`src/rtl/mem_arbiter.sv`:
```
// mem_arbiter: two-master (I-cache, D-cache) to one-slave (memory) line arbiter.
// One master is granted at a time. Its request is forwarded to the memory port, and
// ack/retry are routed back to it. Read data goes to both masters in parallel.
// Optional build macro MEM_ARB_RR_EN:
//   defined   -> round-robin tie-break (the master that was not granted last wins)
//   undefined -> fixed priority, the D-side wins a tie
//
// state   | meaning
// --------+-------------------------------------------------------------
// IDLE    | no grant, memory port quiet, picks a winner for next cycle
// GRANT_I | I-cache owns the memory port until completion or abort
// GRANT_D | D-cache owns the memory port until completion or abort
module mem_arbiter #(
    parameter int ADDR_W = 16,
    parameter int LINE_W = 128,
    parameter int SEL_W  = 16
) (
    input  logic              clk,
    input  logic              rst,
    input  logic              i_cyc,
    input  logic              i_stb,
    input  logic              i_we,
    input  logic [ADDR_W-1:0] i_adr,
    input  logic [LINE_W-1:0] i_dat_w,
    input  logic [SEL_W-1:0]  i_sel,
    output logic              i_ack,
    output logic              i_retry,
    output logic [LINE_W-1:0] i_dat_r,
    input  logic              d_cyc,
    input  logic              d_stb,
    input  logic              d_we,
    input  logic [ADDR_W-1:0] d_adr,
    input  logic [LINE_W-1:0] d_dat_w,
    input  logic [SEL_W-1:0]  d_sel,
    output logic              d_ack,
    output logic              d_retry,
    output logic [LINE_W-1:0] d_dat_r,
    output logic              m_cyc,
    output logic              m_stb,
    output logic              m_we,
    output logic [ADDR_W-1:0] m_adr,
    output logic [LINE_W-1:0] m_dat_w,
    output logic [SEL_W-1:0]  m_sel,
    input  logic              m_ack,
    input  logic              m_retry,
    input  logic [LINE_W-1:0] m_dat_r
);

    typedef enum logic [1:0] {
        IDLE    = 2'd0,
        GRANT_I = 2'd1,
        GRANT_D = 2'd2
    } state_t;

    state_t state;
    logic   last_grant_d;   // 1: D-side completed last, 0: I-side completed last
    logic   req_i;
    logic   req_d;
    logic   done;
    logic   pick_d;

    assign req_i = i_cyc & i_stb;
    assign req_d = d_cyc & d_stb;
    assign done  = m_ack & ~m_retry;

`ifdef MEM_ARB_RR_EN
    // A lone D request wins. On a tie, D wins only if I completed last.
    assign pick_d = req_d & (~req_i | ~last_grant_d);
`else
    // D always wins a tie. last_grant is still kept up to date, but nothing reads it.
    logic unused_last_grant;
    assign pick_d = req_d;
    assign unused_last_grant = last_grant_d;
`endif

    // Grant state machine and record of who completed last.
    always_ff @(posedge clk) begin
        if (rst) begin
            state        <= IDLE;
            last_grant_d <= 1'b1;
        end else begin
            case (state)
                IDLE: begin
                    if (pick_d)
                        state <= GRANT_D;
                    else if (req_i)
                        state <= GRANT_I;
                end
                GRANT_I: begin
                    if (!req_i) begin
                        state <= IDLE;
                    end else if (done) begin
                        state        <= IDLE;
                        last_grant_d <= 1'b0;
                    end
                end
                GRANT_D: begin
                    if (!req_d) begin
                        state <= IDLE;
                    end else if (done) begin
                        state        <= IDLE;
                        last_grant_d <= 1'b1;
                    end
                end
                default: state <= IDLE;
            endcase
        end
    end

    // Memory port mux and ack/retry routing. Ack is gated with the request so that
    // a master that has dropped its request is never acknowledged.
    always_comb begin
        m_cyc   = 1'b0;
        m_stb   = 1'b0;
        m_we    = 1'b0;
        m_adr   = '0;
        m_dat_w = '0;
        m_sel   = '0;
        i_ack   = 1'b0;
        i_retry = 1'b0;
        d_ack   = 1'b0;
        d_retry = 1'b0;
        case (state)
            GRANT_I: begin
                m_cyc   = i_cyc & req_i;
                m_stb   = i_stb & req_i;
                m_we    = i_we;
                m_adr   = i_adr;
                m_dat_w = i_dat_w;
                m_sel   = i_sel;
                i_ack   = done & req_i;
                i_retry = m_retry;
            end
            GRANT_D: begin
                m_cyc   = d_cyc & req_d;
                m_stb   = d_stb & req_d;
                m_we    = d_we;
                m_adr   = d_adr;
                m_dat_w = d_dat_w;
                m_sel   = d_sel;
                d_ack   = done & req_d;
                d_retry = m_retry;
            end
            default: ;
        endcase
    end

    // Read data goes to both masters; each one takes it only when its ack is high.
    assign i_dat_r = m_dat_r;
    assign d_dat_r = m_dat_r;

endmodule

```
`config.mk`:
```
export PLATFORM = sky130hd
export DESIGN_NAME = mem_arbiter
export DESIGN_NICKNAME = d
export VERILOG_FILES = /design/src/rtl/mem_arbiter.sv
export SDC_FILE = /design/constraint.sdc
export NUM_CORES = 1
export LEC_CHECK = 0
export ABC_AREA = 0
export CELL_PAD_IN_SITES_DETAIL_PLACEMENT = 0
export CELL_PAD_IN_SITES_GLOBAL_PLACEMENT = 2
export CORE_AREA = 4 4 341 343
export CTS_CLUSTER_DIAMETER = 120
export CTS_CLUSTER_SIZE = 28
export DETAILED_ROUTE_END_ITERATION = 10
export DIE_AREA = 0 0 345 347
export PLACE_DENSITY_LB_ADDON = 0.1
export SLEW_MARGIN = 20
export SYNTH_ARGS = -nofsm -noshare
export SYNTH_HDL_FRONTEND = slang
export SYNTH_SLANG_ARGS = --single-unit
export TNS_END_PERCENT = 30
```
`constraint.sdc`:
```
create_clock -name clk -period 1.8 [get_ports clk]
set_clock_uncertainty 0.2 [all_clocks]
set_input_delay 0.18 -clock clk [delete_from_list [all_inputs] [get_ports clk]]
set_output_delay 0.18 -clock clk [all_outputs]
set_load 0.03 [all_outputs]
```
==> results.ini, run 1 <==
[floorplanning]
initial_core_util = 0.04082
design.die.area_sq_um = 119700
die-width_microns = 345
design.core.area_sq_um = 113600
die_h_microns = 347
rows = 124
top_level_ports = 881

[finish]
registers.top_by_ff_count = state
number_of_flip_flops_in_the_largest_register = 2
drive_gt1_frac = 0.5123
final_net_count = 1401
syn2layout_area_growth_pct = 161.2
reg.largest.list = state x2

[clocking]
clock_sink_count = 2
cts-htree-levels = 1
later_pin_clock_latency_in_the_skew_report_ns = 0.22
clock_tree_from_tritoncts = done
tritoncts.num_buffers = 3
clk_pin_slew_ns = 0.03
ctsRootBufferMaster = sky130_fd_sc_hd__clkbuf_16
cts.path.max_buffers = 2

[run_status]
run_status = finished with violations
violations = setup timing

[pwr]
clkPwrFrac = 0.105
power.leakage_nw = 3.618
switching_power_mw = 1.197
p_per_area_nw_per_um2 = 267.8
vdd_ir_drop_max_mv = 0.1928
switching_share = 0.3692
combPwrFrac = 0.879
seqPwrFrac = 0.016
fin_total_pwr_mw = 3.242
p_int_mw = 2.045

[route]
avgRoutedWirePerCell_microns = 16.64
drt_drc_violations_left = 0
drt_pre_antenna_iters = 6
drtAntennaViolNets = 0
detailedRoute.firstIterationViolations = 108
route.vias.total = 5667
postRouteWirelength_mm = 40.77
vias_per_cell = 2.313

[timing]
report.final.slew_viol_count = 0
min_period_ns = 2.131
maxClockFrequency_mhz = 469.2
fin_tns_setup_ns = -41.37
postLayoutSetupSlackWorst_ns = -0.3311
timing.final.crit_share = 1.184
finalSetupViolations = 168
hold_viol = 0
timing.slew.headroom = 0.8113
grt_setup_unrepaired = yes
max_slew.worst_pin.slew_ns = 0.2831

[worst_setup_path]
worstSetupStartpoint = state[1]
worst-endpoint-arrival_ns = 1.75
rrSetupSlack_ns = -0.04
required_ns = 1.42
worst-path-max-fanout = 7
regToRegStartpoint = state[1]
crit_chain = buf_6 > ha_4 > buf_12 > buf_12 > buf_16 > a22oi_2 > nor2b_4 > buf_12
path_class = flop to output port
timing.critical_path.to = m_dat_w[91]
ff2ff_path_depth = 9
end_kind = output port
start_kind = flop
crit_top_cell = sky130_fd_sc_hd__buf_12
delay_of_the_slowest_cell_on_the_worst_path_ns = 0.32
standard_cell_with_the_maximum_stage_delay_on_the_critical_path = sky130_fd_sc_hd__dfxtp_2
critical_path.reg2reg.endpoint = state[1]

[yosys]
ys_async_sr_fraction = 0
synth_top_cell_by_area = sky130_fd_sc_hd__buf_4
post-synth-top-area-fraction = 0.4243
synth_cells = 661
count_of_flip_flops_with_a_built_in_enable_after_synthesis = 0
synthMostInstantiatedCell = sky130_fd_sc_hd__buf_4
synth_flop_cell = sky130_fd_sc_hd__dfxtp_1
ys_seq_elements = 2
syn-num-nets = 1123
synthTopCellsByCount = sky130_fd_sc_hd__buf_4, sky130_fd_sc_hd__nor2b_1, sky130_fd_sc_hd__a22oi_1, sky130_fd_sc_hd__buf_2, sky130_fd_sc_hd__clkbuf_1
part_of_the_yosys_area_used_for_sequential_elements = 0.008637
syn_area_sq_um = 4636
yosys_warnings = 0
synth.distinct_cells = 20
synth.avg_cell_area_sq_um = 7.013
post_synth_main_area_contributors = sky130_fd_sc_hd__buf_4, sky130_fd_sc_hd__a22oi_1, sky130_fd_sc_hd__nor2b_1, sky130_fd_sc_hd__buf_2, sky130_fd_sc_hd__clkbuf_1

[place]
gpl.final_weighted_congestion = 0.6599
detailedPlacementHpwl_mm = 31.22
io_buffer_count = 496

[global_routing]
grt_max_degree = 45
vias_in_the_first_global_route = 6229
grt_pass1_wl_mm = 51.43
grt_antenna_before_repair = 5
gr-usage-all-layers = 0.06031
grt-ovfl-total = 0

[worst_hold_path]
hp-class = primary input to output port

[run]
max_cap_violations = 0

## per-layer routing
layer	up-vias	part of all wire	track usage
met5	-	0.00032	0
li1	2575	-	-
met4	2	0.030	0.01738
met1	2611	0.35	0.05900
met3	109	0.099	0.02891
met2	370	0.52	0.1126
## area by class of cell
class	count	area, sq um
well taps	1512	1892
clock buffers	3	75.07
flip-flops and latches	2	42.54
fillers	13130	101500
diodes	1	2.502
multi-input cells	346	3566
repair buffers	584	6523
inverters	2	7.507
## power groups by stage
stage                     Combinational (mW)  Sequential (mW)  Clock, mW
final                                   2.85           0.0509      0.341
after global placement                  2.30           0.0500          0
after floorplan                         1.95           0.0501          0
after detailed placement                2.28           0.0499          0
after global routing                    3.05           0.0513      0.360
after CTS                               2.60           0.0506      0.349
## kinds of logic after synthesis
group,count (synthesis),synth area share
AND/OR/NAND/NOR,176,0.2354
buffers and inverters,313,0.4761
AO/OA/AOI/OAI,166,0.2691
flip-flops,2,0.008637
adder cells (fa/ha/maj),4,0.01080
## worst max-delay path: cells and delay by family (launching register included)
family / cells / cell delay, ns
buf+inv: 5 / 0.70
simple gates: 1 / 0.07
compound gates: 1 / 0.23
fa+ha+maj: 1 / 0.19
flops: 1 / 0.32
## repair_timing
| item | 4_1_cts | 5_1_grt |
|---|---|---|
| cloned | 7 | 9 |
| setup buffers | 8 | 9 |
| pin swaps | 13 | 9 |
| hold buffers | 0 | 0 |
| endpoints found under the setup margin | 169 | 169 |
| resized for setup | 130 | 165 |
## stage by stage
step                      setup slack, ns  instance area, sq um  hold slack, ns  cells     util
after floorplan                  -0.08591                  5081         0.04907    661        -
after global placement            -0.2646                 10230          0.1603   2415  0.09006
after detailed placement          -0.2445                 10230          0.1603   2415  0.09006
after CTS                         -0.3895                 11140          0.1603   2433  0.09806
after global routing              -0.3989                 12110          0.1600   2449   0.1066
final                             -0.3311                 12110          0.1600   2450   0.1066
## placed cells by master, fill, tap and decap left out
cell / instances
sky130_fd_sc_hd__nor2_1: 2
sky130_fd_sc_hd__ha_4: 3
sky130_fd_sc_hd__and2_4: 1
sky130_fd_sc_hd__buf_12: 43
sky130_fd_sc_hd__nand2_1: 2
sky130_fd_sc_hd__nand3_1: 1
sky130_fd_sc_hd__a21oi_2: 1
sky130_fd_sc_hd__buf_6: 111
sky130_fd_sc_hd__clkbuf_16: 10
sky130_fd_sc_hd__buf_16: 10
sky130_fd_sc_hd__a22oi_2: 100
sky130_fd_sc_hd__o31ai_2: 1
sky130_fd_sc_hd__nor2_4: 1
sky130_fd_sc_hd__buf_8: 5
sky130_fd_sc_hd__o211ai_1: 1
sky130_fd_sc_hd__nand3_2: 1
sky130_fd_sc_hd__a22oi_1: 61
sky130_fd_sc_hd__nor2b_4: 68
sky130_fd_sc_hd__nor2b_1: 54
sky130_fd_sc_hd__nand2b_1: 1
sky130_fd_sc_hd__ha_1: 1
sky130_fd_sc_hd__clkdlybuf4s50_1: 329
sky130_fd_sc_hd__buf_4: 79
sky130_fd_sc_hd__and2_1: 2
sky130_fd_sc_hd__nor2b_2: 40
sky130_fd_sc_hd__a21oi_1: 1
sky130_fd_sc_hd__nand2_2: 1
sky130_fd_sc_hd__a32oi_1: 1
sky130_fd_sc_hd__inv_2: 2
sky130_fd_sc_hd__diode_2: 1
sky130_fd_sc_hd__nand3_4: 1
sky130_fd_sc_hd__or4b_1: 1
sky130_fd_sc_hd__dfxtp_2: 2
## how the worst min path moves through the flow
stage / end / cells past startpoint / slack (ns) / startpoint
after floorplan: state[0] / 1 / 0.05 / rst
after global routing: i_dat_r[32] / 0 / 0.16 / m_dat_r[32]
after detailed placement: d_dat_r[21] / 0 / 0.16 / m_dat_r[21]
after CTS: d_dat_r[21] / 0 / 0.16 / m_dat_r[21]
after global placement: d_dat_r[21] / 0 / 0.16 / m_dat_r[21]
final: d_dat_r[116] / 0 / 0.16 / m_dat_r[116]
No activity file was read; power rests on OpenSTA's default activity.
==> run 2, diff against run 1 <==
--- a/config.mk
+++ b/config.mk
@@ -10,7 +10,6 @@
 export CELL_PAD_IN_SITES_GLOBAL_PLACEMENT = 2
 export CORE_AREA = 4 4 341 343
 export CTS_CLUSTER_DIAMETER = 120
-export CTS_CLUSTER_SIZE = 28
 export DETAILED_ROUTE_END_ITERATION = 10
 export DIE_AREA = 0 0 345 347
 export PLACE_DENSITY_LB_ADDON = 0.1
==> results of run 2 <==
The final DEF is identical to that of run 1; final timing and power are the same.
